`config.mk`:
```
export PLATFORM = sky130hd
export DESIGN_NAME = mem_port_arbiter
export DESIGN_NICKNAME = d
export VERILOG_FILES = /design/src/rtl/mem_arb_pkg.sv /design/src/rtl/mem_port_arbiter_rr_pick2.sv /design/src/rtl/mem_port_arbiter.sv
export SDC_FILE = /design/constraint.sdc
export NUM_CORES = 1
export LEC_CHECK = 0
export BUFFER_PORTS_ARGS = -buffer_cell sky130_fd_sc_hd__buf_2
export CORE_AREA = 2 2 62 64
export DETAILED_ROUTE_END_ITERATION = 16
export DIE_AREA = 0 0 64 66
export PLACE_DENSITY_LB_ADDON = 0.05
export SYNTH_ARGS = -nofsm -noshare
export SYNTH_HDL_FRONTEND = slang
export SYNTH_SLANG_ARGS = --single-unit
```
`constraint.sdc`:
```
create_clock -name clk -period 2.95 [get_ports clk]
set_clock_uncertainty 0.05 [all_clocks]
set_input_delay 0.295 -clock clk [delete_from_list [all_inputs] [get_ports clk]]
set_output_delay 0.295 -clock clk [all_outputs]
set_load 0.02 [all_outputs]
```
`src/rtl/mem_arb_pkg.sv`:
```
// Shared types and defaults for the two-requester RAM port arbiter.
package mem_arb_pkg;

  // Arbiter FSM: free arbitration or a locked owner
  typedef enum logic [1:0] {
    IDLE = 2'd0,
    OWN0 = 2'd1,
    OWN1 = 2'd2
  } arb_state_t;

  localparam int DEF_DATA_W = 16;
  localparam int DEF_ADDR_W = 10;

  // Requester id: 0 or 1
  typedef logic req_id_t;

endpackage

```
`src/rtl/mem_port_arbiter_rr_pick2.sv`:
```
// Two-input picker: a lone valid requester wins; on a tie the requester
// that is not last_gnt wins, unless fixed_prio forces requester 0.
module rr_pick2
  import mem_arb_pkg::*;
(
  input  logic [1:0] valid,
  input  req_id_t    last_gnt,
  input  logic       fixed_prio,
  output logic [1:0] gnt
);

  // One-hot grant selection
  always_comb begin
    gnt = 2'b00;
    case (valid)
      2'b01:   gnt = 2'b01;
      2'b10:   gnt = 2'b10;
      2'b11:   gnt = (fixed_prio || last_gnt) ? 2'b01 : 2'b10;
      default: gnt = 2'b00;
    endcase
  end

endmodule

```
`src/rtl/mem_port_arbiter.sv`:
```
// Shares RAM port A between two requesters: round-robin per beat, locked
// bursts bounded by MAX_BURST, 1-cycle read response routing.
// Optional build macro MEM_ARB_FIXED_PRIO_EN: IDLE ties always go to
// requester 0 (release after a full burst still alternates).
module mem_port_arbiter
  import mem_arb_pkg::*;
#(
  parameter int DATA_W    = DEF_DATA_W,
  parameter int ADDR_W    = DEF_ADDR_W,
  parameter int MAX_BURST = 4
) (
  input  logic              clk,
  input  logic              reset,
  input  logic              req0_valid,
  input  logic              req0_we,
  input  logic              req0_lock,
  input  logic [ADDR_W-1:0] req0_addr,
  input  logic [DATA_W-1:0] req0_wdata,
  output logic              req0_ready,
  output logic              rsp0_valid,
  output logic [DATA_W-1:0] rsp0_rdata,
  input  logic              req1_valid,
  input  logic              req1_we,
  input  logic              req1_lock,
  input  logic [ADDR_W-1:0] req1_addr,
  input  logic [DATA_W-1:0] req1_wdata,
  output logic              req1_ready,
  output logic              rsp1_valid,
  output logic [DATA_W-1:0] rsp1_rdata,
  output logic [ADDR_W-1:0] mem_addr,
  output logic [DATA_W-1:0] mem_data,
  output logic              mem_we,
  input  logic [DATA_W-1:0] mem_q
);

  localparam int CNT_W = (MAX_BURST < 1) ? 1 : $clog2(MAX_BURST + 1);
  localparam logic [CNT_W-1:0] CNT_MAX = CNT_W'(MAX_BURST);
  localparam logic [CNT_W-1:0] CNT_ONE = CNT_W'(1);

`ifdef MEM_ARB_FIXED_PRIO_EN
  localparam logic IDLE_FIXED = 1'b1;
`else
  localparam logic IDLE_FIXED = 1'b0;
`endif

  arb_state_t       state_reg, state_next;
  req_id_t          last_gnt_reg, last_gnt_next;
  logic [CNT_W-1:0] beat_cnt_reg, beat_cnt_next;
  logic             rsp_pend_reg;
  req_id_t          rsp_id_reg;

  logic [1:0] valid_vec, lock_vec, we_vec;
  logic [1:0] idle_gnt, rel_gnt, pick, gnt, accept;
  logic       use_pick;
  req_id_t    owner;

  assign valid_vec = {req1_valid, req0_valid};
  assign lock_vec  = {req1_lock, req0_lock};
  assign we_vec    = {req1_we, req0_we};
  assign owner     = (state_reg == OWN1);

  // Free arbitration honours the optional fixed priority
  rr_pick2 u_idle_pick (
    .valid      (valid_vec),
    .last_gnt   (last_gnt_reg),
    .fixed_prio (IDLE_FIXED),
    .gnt        (idle_gnt)
  );

  // Release arbitration treats the outgoing owner as last granted, so a
  // waiting contender always gets the next beat after a full burst
  rr_pick2 u_rel_pick (
    .valid      (valid_vec),
    .last_gnt   (owner),
    .fixed_prio (1'b0),
    .gnt        (rel_gnt)
  );

  // State register plus read-response tag; async reset drops everything
  always_ff @(posedge clk or negedge reset) begin
    if (!reset) begin
      state_reg    <= IDLE;
      last_gnt_reg <= 1'b1;
      beat_cnt_reg <= '0;
      rsp_pend_reg <= 1'b0;
      rsp_id_reg   <= 1'b0;
    end else begin
      state_reg    <= state_next;
      last_gnt_reg <= last_gnt_next;
      beat_cnt_reg <= beat_cnt_next;
      rsp_pend_reg <= |(accept & ~we_vec);
      rsp_id_reg   <= accept[1];
    end
  end

  // Next-state and grant: owner keeps the port while allowed, else arbitrate
  always_comb begin
    state_next    = state_reg;
    last_gnt_next = last_gnt_reg;
    beat_cnt_next = beat_cnt_reg;
    gnt           = 2'b00;
    pick          = 2'b00;
    use_pick      = 1'b0;
    case (state_reg)
      OWN0, OWN1: begin
        if (valid_vec[owner] && (!valid_vec[~owner] || beat_cnt_reg < CNT_MAX)) begin
          gnt[owner]    = 1'b1;
          last_gnt_next = owner;
          if (beat_cnt_reg != CNT_MAX) beat_cnt_next = beat_cnt_reg + CNT_ONE;
          if (!lock_vec[owner]) begin
            state_next    = IDLE;
            beat_cnt_next = '0;
          end
        end else begin
          use_pick = 1'b1;
          pick     = rel_gnt;
        end
      end
      default: begin
        use_pick = 1'b1;
        pick     = idle_gnt;
      end
    endcase
    if (use_pick) begin
      gnt           = pick;
      state_next    = IDLE;
      beat_cnt_next = '0;
      if (pick != 2'b00) begin
        last_gnt_next = pick[1];
        if (lock_vec[pick[1]]) begin
          state_next    = pick[1] ? OWN1 : OWN0;
          beat_cnt_next = CNT_ONE;
        end
      end
    end
  end

  // Outputs: gated ready, winner's memory drive, tagged read response
  always_comb begin
    accept     = gnt & {2{reset}};
    req0_ready = accept[0];
    req1_ready = accept[1];
    mem_we     = 1'b0;
    mem_addr   = '0;
    mem_data   = '0;
    if (accept[0]) begin
      mem_we   = req0_we;
      mem_addr = req0_addr;
      mem_data = req0_wdata;
    end else if (accept[1]) begin
      mem_we   = req1_we;
      mem_addr = req1_addr;
      mem_data = req1_wdata;
    end
    rsp0_valid = rsp_pend_reg && !rsp_id_reg;
    rsp1_valid = rsp_pend_reg && rsp_id_reg;
    rsp0_rdata = rsp0_valid ? mem_q : '0;
    rsp1_rdata = rsp1_valid ? mem_q : '0;
  end

endmodule

```
==> results.txt <==
The flow ran to the end, and the final reports show no timing, DRC or antenna violations. The placed instance count is 305. The cell area that synthesis handed to floorplanning was 0.00110 mm2.

The number of enable-type register cells in the synthesized netlist is 0. At the later pin of the worst-skew pair, clock insertion delay measures 0.27 ns. The total iterations of the first detailed-routing run came out at 4. Counting flops and latches in the post-synthesis netlist gives 8. The worst hold-check path type is in2reg. The die height is 66 um. The part of the Yosys area used for sequential elements came out at 18.4%. The count of nets after finishing came out at 346. The port buffer count is 138.

The area of all placed cells without fillers came out at 0.00193 mm2. Static timing analysis puts the maximum clock frequency at 346 MHz. The leakage power summed over all cells is 1.20 nW.

The sum of negative setup slack came out at 0 ns. The number of H-tree levels is 1. The clock-pin slew on the worst setup and hold paths is 0.07 ns.

The classification of the worst setup path is reg2out. The remaining antenna violation count is 0. 0 antenna diodes ended up in the layout. The largest net degree at the start of global routing is 31. The largest driver fanout on the critical path is 29.

Compared with the post-synthesis result, the final layout area differs by 76.2%. The synthesized net count is about 210. Across the run, the number of max-cap violations was 0.

The period utilization is 98.0%. The count of pins on the block boundary is 139. The relative max-transition margin came out at 48.3%. The number of setup violations in the final report is 0. In the routed layout, each cell is associated on average with a via count of 4.97.

The total routing usage reported by global routing came out at 17.4%. The number of buffers added by the clock tree synthesis step came out at 3. The clock root buffer is clkbuf_4.

The count of unique library cells instantiated by Yosys came out at 34. The synthesized area per cell is 8.64 um2. The final cell count without fillers is 313. The clock drives 8 sinks. The yosys synthesis warning count came out at 0. The longest clock path from root to sink contains 2 buffers. For this run, design rule violations remaining after detail routing come to 0. The wire length of the first global-routing pass is ~5900 um. STA classifies the critical path startpoint as a register. The data required time at the worst endpoint is 2.61 ns. The share of post-route cells with drive strength above 1 is 63.0%. After detailed routing, the average wire length per cell comes to 12.6 um. The via count of the first global-routing pass came out at approximately 1,400. The sum of internal, switching and leakage power came out at 0.905 mW. The placement-stage cell area came out at 0.00183 mm2. The count of endpoints failing hold in the final timing report came out at 0. The TritonCTS clock tree is yes. The worst voltage drop across the vdd grid is 235 uV. The number of placement rows is 22.

The HPWL after detailed placement is 3130 um. The number of antenna violations at the first check in global routing was 0. The total length of routed wires is 3940 um. The worst setup path is captured at an output port. The placer's final routability congestion estimate came out at 0.799. At the pin with the least slew margin, the transition time is 0.774 ns. The filler cell count came out at 338.

Dividing total power by cell area gives a power density of 468 mW/mm2. Setup repair after global routing could not meet its margin everywhere. The first routing iteration left 28 violations. The number of slew-limit violations in the final report is 0.

The die covers 0.00422 mm2. The final critical delay including setup and external delays is 2.89 ns. The number of flip-flops in the largest register came out at 3. The starting utilization of the core area came out at 30.9%. Among all flip-flop cells after synthesis, the most frequent one is dfrtp_1. STA puts the critical path data arrival time at 2.54 ns. The total overflow reported by the global router came out at 0. After floorplanning, the core was sized to cover 0.00355 mm2. The final route contains roughly 1,600 vias. The fraction of registers with async set/reset came out at 100%. Synthesis produced a netlist whose cell count is 127.

The horizontal die dimension came out at around 64 um.
report_power, final:
| part | switching, mW | total, mW | internal (mW) |
|---|---|---|---|
| Combinational | 0.348 | 0.643 | 0.295 |
| Sequential | 0.0305 | 0.167 | 0.136 |
| Clock | 0.0435 | 0.0954 | 0.0520 |
| Total | 0.422 | 0.905 | 0.483 |
layer usage:
metal / track usage, % / vias to the layer above / share of wire (%)
li1: - / 771 / -
met1: 18.2 / 680 / 38
met3: 3.24 / 4 / 9.8
met4: 4.08 / 0 / 0.69
met5: 0 / - / 0
met2: 35.4 / 100 / 52
placed cells by master, fill, tap and decap left out, types with 2 or more instances in the layout:
cell type,count
mux2_4,2
o21ai_0,3
nand3_1,2
clkbuf_4,3
nand2_1,3
and3_1,16
a32o_2,10
buf_4,16
nor3_1,2
a21oi_1,2
nor2_1,3
mux2i_1,3
and2_1,17
buf_12,2
buf_2,127
a32o_1,17
ha_1,3
inv_1,8
dfrtp_1,7
layout make-up:
class	instances	area (um2)	share of cell area, %
multi-input combinational	98	806	41.7
timing repair buffer	146	806	41.7
sequential	8	201	10.4
tap	48	60.1	3.11
inverter	9	33.8	1.75
clock buffer	4	26.3	1.36
path summary, 6_finish.rpt:
path / from / end / slack [ns] / cells after the start
max: state_reg[1]$_DFFE_PN0P_ / mem_addr[0] / 0.06 / 8
min: req1_lock / state_reg[1]$_DFFE_PN0P_ / 0.28 / 3
max reg2reg: state_reg[1]$_DFFE_PN0P_ / rsp_pend_reg$_DFF_PN0_ / 0.72 / 7
min reg2reg: beat_cnt_reg[1]$_DFFE_PN0P_ / beat_cnt_reg[1]$_DFFE_PN0P_ / 0.52 / 2
max in group asynchronous: reset / last_gnt_reg$_DFF_PN1_ / 2.21 / 2
min in group asynchronous: reset / state_reg[0]$_DFFE_PN0P_ / 0.36 / 2
critical path, cell delays in order, from the launching register on:
cell	delay (ns)
dfrtp_1	0.43
ha_4	0.20
mux2_4	0.30
a211o_4	0.37
mux2_4	0.36
nor2b_4	0.14
buf_12	0.18
a32o_1	0.14
buf_2	0.16
repair_timing:
action | 4_1_cts | 5_1_grt
setup buffers | 3 | 0
hold buffers | 1 | 0
endpoints found under the hold margin | 7 | 0
gates resized for setup | 2 | 12
endpoints found under the setup margin | 27 | 27
cells by family after synthesis:
group | count (synthesis) | share of synthesized area (%)
adders and majority gates | 4 | 4.56
buffers and inverters | 21 | 9.35
DFF | 8 | 18.4
and+or+nand+nor | 49 | 27.4
AOI/OAI and AO/OA | 39 | 33.9
muxes | 6 | 6.50
synthesized netlist by cell type, types with 2 or more instances:
cell type,number,area share [%]
buf_2,4,1.8
a32o_1,17,16
mux2_4,2,2.7
mux2i_1,3,2.7
and2_1,17,9.7
clkbuf_1,5,1.7
a21oi_1,2,0.91
dfrtp_1,7,16
ha_1,4,4.6
nand3_1,2,0.91
and3_1,16,9.1
o21ai_0,3,1.4
nor2_1,3,1.0
inv_1,9,3.1
a32o_2,10,10
nand2_1,3,1.0
nor3_1,2,0.91
buf_6,2,2.1
metrics by stage:
| step | util, % | worst slack, ns | hold WS [ns] |
|---|---|---|---|
| 6_report | 54.4 | 0.0604 | 0.279 |
| 5_1_grt | 54.4 | -0.00307 | 0.302 |
| 4_1_cts | 53.7 | 0.00818 | 0.281 |
| 3_5_place_dp | 51.7 | 0.178 | 0.117 |
| 3_3_place_gp | 51.7 | 0.230 | 0.114 |
| 2_1_floorplan | - | 0.285 | -0.0506 |
No activity file was read; power rests on OpenSTA's default activity.
